File: src/rtl/ysyx_22050039_mcyc_ctrl.sv
// ysyx_22050039_mcyc_ctrl: multi-cycle core sequencer owning PC and instruction register.
// Define YSYX_22050039_PERF_EN to implement the cycle_cnt/instret counters.
module ysyx_22050039_mcyc_ctrl #(
  parameter int XLEN = 64,
  parameter int INST_LEN = 32,
  parameter logic [XLEN-1:0] RESET_PC = 64'h8000_0000
) (
  input  logic                clk,
  input  logic                rst,
  output logic                imem_req_valid,
  input  logic                imem_req_ready,
  output logic [XLEN-1:0]     imem_addr,
  input  logic                imem_rsp_valid,
  input  logic [INST_LEN-1:0] imem_rsp_data,
  output logic [INST_LEN-1:0] inst,
  output logic [XLEN-1:0]     pc,
  input  logic                dec_mem,
  input  logic                dec_rd_wen,
  input  logic                dec_halt,
  input  logic [XLEN-1:0]     dnpc,
  output logic                dmem_req_valid,
  input  logic                dmem_req_ready,
  input  logic                dmem_rsp_valid,
  output logic                rf_wen,
  output logic                pc_wen,
  output logic                halted,
  output logic                bad_pc,
  output logic [63:0]         cycle_cnt,
  output logic [63:0]         instret
);
  typedef enum logic [2:0] {FETCH, FWAIT, DECODE, EXEC, MREQ, MWAIT, WB, HALT} state_e;
  state_e state_q;
  logic [XLEN-1:0] pc_q;
  logic [INST_LEN-1:0] inst_q;
  logic bad_pc_q;
  always_ff @(posedge clk or negedge rst) begin
    if (!rst) begin
      state_q <= FETCH;
      pc_q <= RESET_PC;
      inst_q <= '0;
      bad_pc_q <= 1'b0;
    end else begin
      case (state_q)
        FETCH: if (imem_req_ready) state_q <= FWAIT;
        FWAIT: if (imem_rsp_valid) begin
          inst_q <= imem_rsp_data;
          state_q <= DECODE;
        end
        DECODE: state_q <= dec_halt ? HALT : EXEC;
        EXEC: if (dnpc[1:0] != 2'b00) begin
          bad_pc_q <= 1'b1;
          state_q <= HALT;
        end else state_q <= dec_mem ? MREQ : WB;
        MREQ: if (dmem_req_ready) state_q <= MWAIT;
        MWAIT: if (dmem_rsp_valid) state_q <= WB;
        WB: begin
          pc_q <= dnpc;
          state_q <= FETCH;
        end
        default: state_q <= HALT;
      endcase
    end
  end
  // The fetch request is masked while reset is held so no request leaks out during reset.
  assign imem_req_valid = rst && state_q == FETCH;
  assign dmem_req_valid = state_q == MREQ;
  assign pc_wen = state_q == WB;
  assign rf_wen = state_q == WB && dec_rd_wen;
  assign halted = state_q == HALT;
  assign bad_pc = bad_pc_q;
  assign pc = pc_q;
  assign imem_addr = pc_q;
  assign inst = inst_q;
`ifdef YSYX_22050039_PERF_EN
  logic [63:0] cycle_q, instret_q;
  always_ff @(posedge clk or negedge rst) begin
    if (!rst) begin
      cycle_q <= '0;
      instret_q <= '0;
    end else begin
      cycle_q <= cycle_q + 64'd1;
      if (pc_wen) instret_q <= instret_q + 64'd1;
    end
  end
  assign cycle_cnt = cycle_q;
  assign instret = instret_q;
`else
  assign cycle_cnt = '0;
  assign instret = '0;
`endif
endmodule
File: config.mk
export PLATFORM = sky130hd
export DESIGN_NAME = ysyx_22050039_mcyc_ctrl
export DESIGN_NICKNAME = d
export VERILOG_FILES = /design/src/rtl/ysyx_22050039_mcyc_ctrl.sv
export SDC_FILE = /design/constraint.sdc
export NUM_CORES = 1
export LEC_CHECK = 0
export CAP_MARGIN = 10
export CORE_AREA = 2 2 156 158
export CTS_BUF_LIST = sky130_fd_sc_hd__clkbuf_4
export DETAILED_ROUTE_END_ITERATION = 10
export DIE_AREA = 0 0 158 160
export SLEW_MARGIN = 20
export SYNTH_ARGS = -nofsm -noshare
export SYNTH_HDL_FRONTEND = slang
export SYNTH_SLANG_ARGS = --single-unit
File: constraint.sdc
create_clock -name clk -period 1.9 [get_ports clk]
set_input_delay 0.38 -clock clk [delete_from_list [all_inputs] [get_ports clk]]
set_output_delay 0.38 -clock clk [all_outputs]
set_load 0.02 [all_outputs]
## After elaboration in Yosys (flattened, before gate mapping)

Index checks and enable logic that the tools add are counted.

| word-level totals | value |
|---|---|
| register bits | 100 |
| bits in latches | 0 |
| RAM bits | 0 |
| memory bits (read-only) | 0 |
| bits of input ports | 105 |
| output and inout bits | 294 |
| logic and storage cells | 30 |
| memories | 0 |

| operators by class | value |
|---|---|
| $add $sub $neg | 0 |
| multiply operators | 0 |
| divide/modulo/power cells | 0 |
| $lt $le $gt $ge | 0 |
| equality and inequality tests | 11 |
| shifts and indexed selects | 0 |
| mux-type cells | 8 |
| bitwise gates (word level) | 0 |
| reduce and logical (&&, ||, !) cells | 7 |

Operators with widths:

| operator | count |
|---|---|
| one-hot mux 3 bit (7 select lines) | 1 |
| 2-to-1 mux 3 bit | 5 |
| == test 3 bit, second input constant | 4 |
| == test 3 x 2 -> 1 bit, second input constant | 2 |
| != test 2 bit, second input constant | 3 |
| 2-to-1 mux 2 bit | 2 |
| AND reduction 2 bit | 2 |
| AND reduction 4 bit | 1 |
| == test 3 x 1 -> 1 bit, second input constant | 1 |
| logical NOT 3 bit | 1 |
| logical AND 1 bit | 2 |
| != test 2 x 1 -> 1 bit, second input constant | 1 |
| nonzero test 2 bit | 1 |

## Logic depth before layout (Yosys ltp)

| depth | value |
|---|---|
| word-level depth | 3 |
| mapped depth | 6 |
| gate-level depth less buffers | 3 |

## Worst setup path before layout

OpenSTA, ideal clock, no wires.

| path | value |
|---|---|
| path type | reg2out |
| start | register state_q[1] |
| end | output port imem_req_valid |
| arrival | 1279 ps |
| required time | 1520 ps |
| slack | 241 ps |
| stages on the path, launching flop included | 3 |
| buffers on the path | 1 |
| cells stage by stage | dfrtp_1 > buf_4 > nor4b_1 |

| on the way | value |
|---|---|
| cells in the longest elaborated chain, start to end | 2 |

Ends and longest elaborated chain:

| item | RTL line | source |
|---|---|---|
| start: declaration | 32 | `state_e state_q;` |
| start signal: assignment | 49 | `DECODE: state_q <= dec_halt ? HALT : EXEC;` |
| start signal: assignment | 53 | `end else state_q <= dec_mem ? MREQ : WB;` |
| logical NOT 3 bit | 65 | `assign imem_req_valid = rst && state_q == FETCH;` |
| logical AND 1 bit | 65 |  |
| end: declaration | 10 | `output logic imem_req_valid,` |

Every way passes these cells.

## Final worst setup path

| path | value |
|---|---|
| start | register state_q[2] |
| end | output port imem_req_valid |

The elaborated chain is that of the path after synthesis.

==> results.toml <==
[synthesis]
synth-warning-count = 0
synth-edff-count = 0
avgSynthCellArea_sq_um = 12.9
yosysTopAreaCellShare_pct = 44.8
synth_area_sq_um = 5530
synth_cells = 429
synthTopCellsByCount = "193 x buf_4, 99 x dfrtp_1, 52 x mux2_4, 45 x mux2_2, 10 x buf_6"
synth_seq_cells = 100
ys_seq_area_share_pct = 45.3
synth_area_leader_cell = "dfrtp_1"
yosysMostFrequentCell = "buf_4"
async_flop_share_pct = 100
synth_area_leaders = "dfrtp_1 45%, buf_4 26%, mux2_4 14%"
synth_flop_cell = "dfrtp_1"
synth_cell_types = 24

[die]
die_h_microns = 160
core_sq_um = 23800
rows = 57
die_x_microns = 158
ios = 399
die_area_sq_um = 25300
start_util_pct = 23.2

[pwr]
p_leak_nw = 3.82
power_density_nw_per_um2 = 1680
ir_worst_vdd_uv = 527

[detailed_routing]
wire_per_inst_microns = 14.1
num_vias = 3439
wl_microns = 13800
ant_nets = 0
drc = 0
vias_per_cell = 3.51
drt_iter0_markers = 80
drt-pass1-iter-count = 4

[global_route]
grt_pass1_wl_microns = 19700
overflow = 0
grt_max_degree = 101
antenna_found_initial = 1
grt_pass1_vias = 3183
grt_usage_pct = 10.3

[sta]
rsz0062_at_grt = "yes"
fin_worst_skew_ns = 0.0236
report.final.slew_viol_count = 0
min_period_over_period_pct = 103
slew-limit-headroom_pct = 63.2
worstMarginPinSlew_ns = 0.552
hold_viol_final = 0
fin_ws_ns = -0.0498
setup_viol = 2
timing.hold.ws_ns = 0.463
fin_crit_ns = 1.95
fmax_mhz = 513

[clock_network]
clk_latency_ns = 0.49
cts-htree-levels = 3
clockBufferDepth = 2
cts.clk_slew.worst_paths_ns = 0.20
cts-root-buf = "clkbuf_4"
cts_buffers = 9
cts.sink_count = 100
tritoncts = "done"

[worst_setup_path]
cp-start-kind = "register"
cp.required_ns = 1.52
regToRegStartpoint = "state_q[2]"
worst-setup-path-type = "register to output port"
end_kind = "output port"
crit_fanout = 2
arrival_ns = 1.57
critPathLaunch = "state_q[2]"

[final_layout]
final_core_util_pct = 32.5
final_cells = 979
drive_gt1_share_pct = 22.3
nets = 754
synthToLayoutAreaGrowth_pct = 40.0

[placed_design]
post-dp-hpwl_microns = 9940
io_buffers = 270
gp_congestion = 0.740
place_inst = 952

[status]
outcome = "complete, but fails checks"
violations = "setup timing"

[hold_path]
min_from = "dec_mem"
hp-class = "input pin to register"

[job]
max-cap-violations = 0
-- metrics by stage --
stage               worst slack [ns]  total power [mW]  instance area (sq um)  setup TNS [ns]
global placement              0.0884              12.9                   7640               0
CTS                           -0.128              13.1                   7670          -0.384
floorplan                      0.241              9.78                   6000               0
detailed placement            0.0667              13.0                   7640               0
finish                       -0.0498              13.0                   7740         -0.0756
global route                  -0.161              13.8                   7740          -0.429
-- registers in the layout, indices dropped and copies added, names as in the netlist --
| register | cells |
|---|---|
| bad_pc | 1 |
| imem_addr | 64 |
| inst | 32 |
| state_q | 3 |
-- power by group --
part,switching [mW],internal [mW],total (mW),leakage (nW)
registers,0.782,3.21,4.00,1.17
logic,4.17,3.64,7.80,2.57
clock network,0.900,0.319,1.22,0.0765
-- per-layer routing --
layer	vias to the layer above	global-route usage, %	routed length, microns
met1	1687	12.1	5270
li1	1540	-	-
met4	0	3.44	149
met5	-	0	0
met3	5	3.23	1410
met2	207	17.8	6970
-- layout by cell type, fill, tap and decap left out, types with 4 or more instances in the layout --
cell	netlist	final
dlygate4sd2_1	0	161
conb_1	1	128
clkdlybuf4s50_1	0	103
dfrtp_1	99	98
mux2_4	52	52
mux2_2	45	45
buf_6	10	10
clkbuf_4	0	9
buf_4	193	9
a21oi_1	4	4
buf_12	0	4
-- worst paths after layout --
path                                   to  cells past startpoint  slack [ns]
min in group asynchronous        inst[13]                      3        0.50
setup / recovery           imem_req_valid                      4       -0.05
max in group asynchronous   imem_addr[43]                      3        0.94
hold reg to reg                   inst[1]                      1        0.52
setup reg to reg                  inst[4]                      7        0.08
hold / removal                 state_q[1]                      2        0.46
-- critical path, cell delays in order, from the launching register on --
cell	delay (ns)
dfrtp_1	0.44
buf_6	0.13
buf_6	0.11
nor4b_4	0.22
buf_4	0.19
-- timing repair --
action	in CTS	in global routing
hold endpoints to repair	99	0
setup endpoints to repair	166	5
pin swaps	1	2
hold buffers	1	0
gates cloned	0	0
buffers inserted	6	3
resized for setup	190	16
-- final cells by class --
type	count	area, sq um
Sequential cell	100	2500
Multi-Input combinational cell	246	1940
Clock inverter	7	80.1
Antenna cell	1	2.50
Inverter	4	22.5
Fill cell	2525	16100
Timing Repair Buffer	288	2710
Clock buffer	9	67.6
Tap cell	324	405
-- logic make-up (layout without fill, tap and decap cells) --
family	after synthesis	in the layout	synth area share, %
AOI/OAI and AO/OA	8	8	0.974
buffers and inverters	210	308	29.0
DFF	100	100	45.3
muxes	97	97	23.3
other	1	129	0.0679
and+or+nand+nor	13	13	1.38
Note: power is estimated with default switching activity, not from simulation.
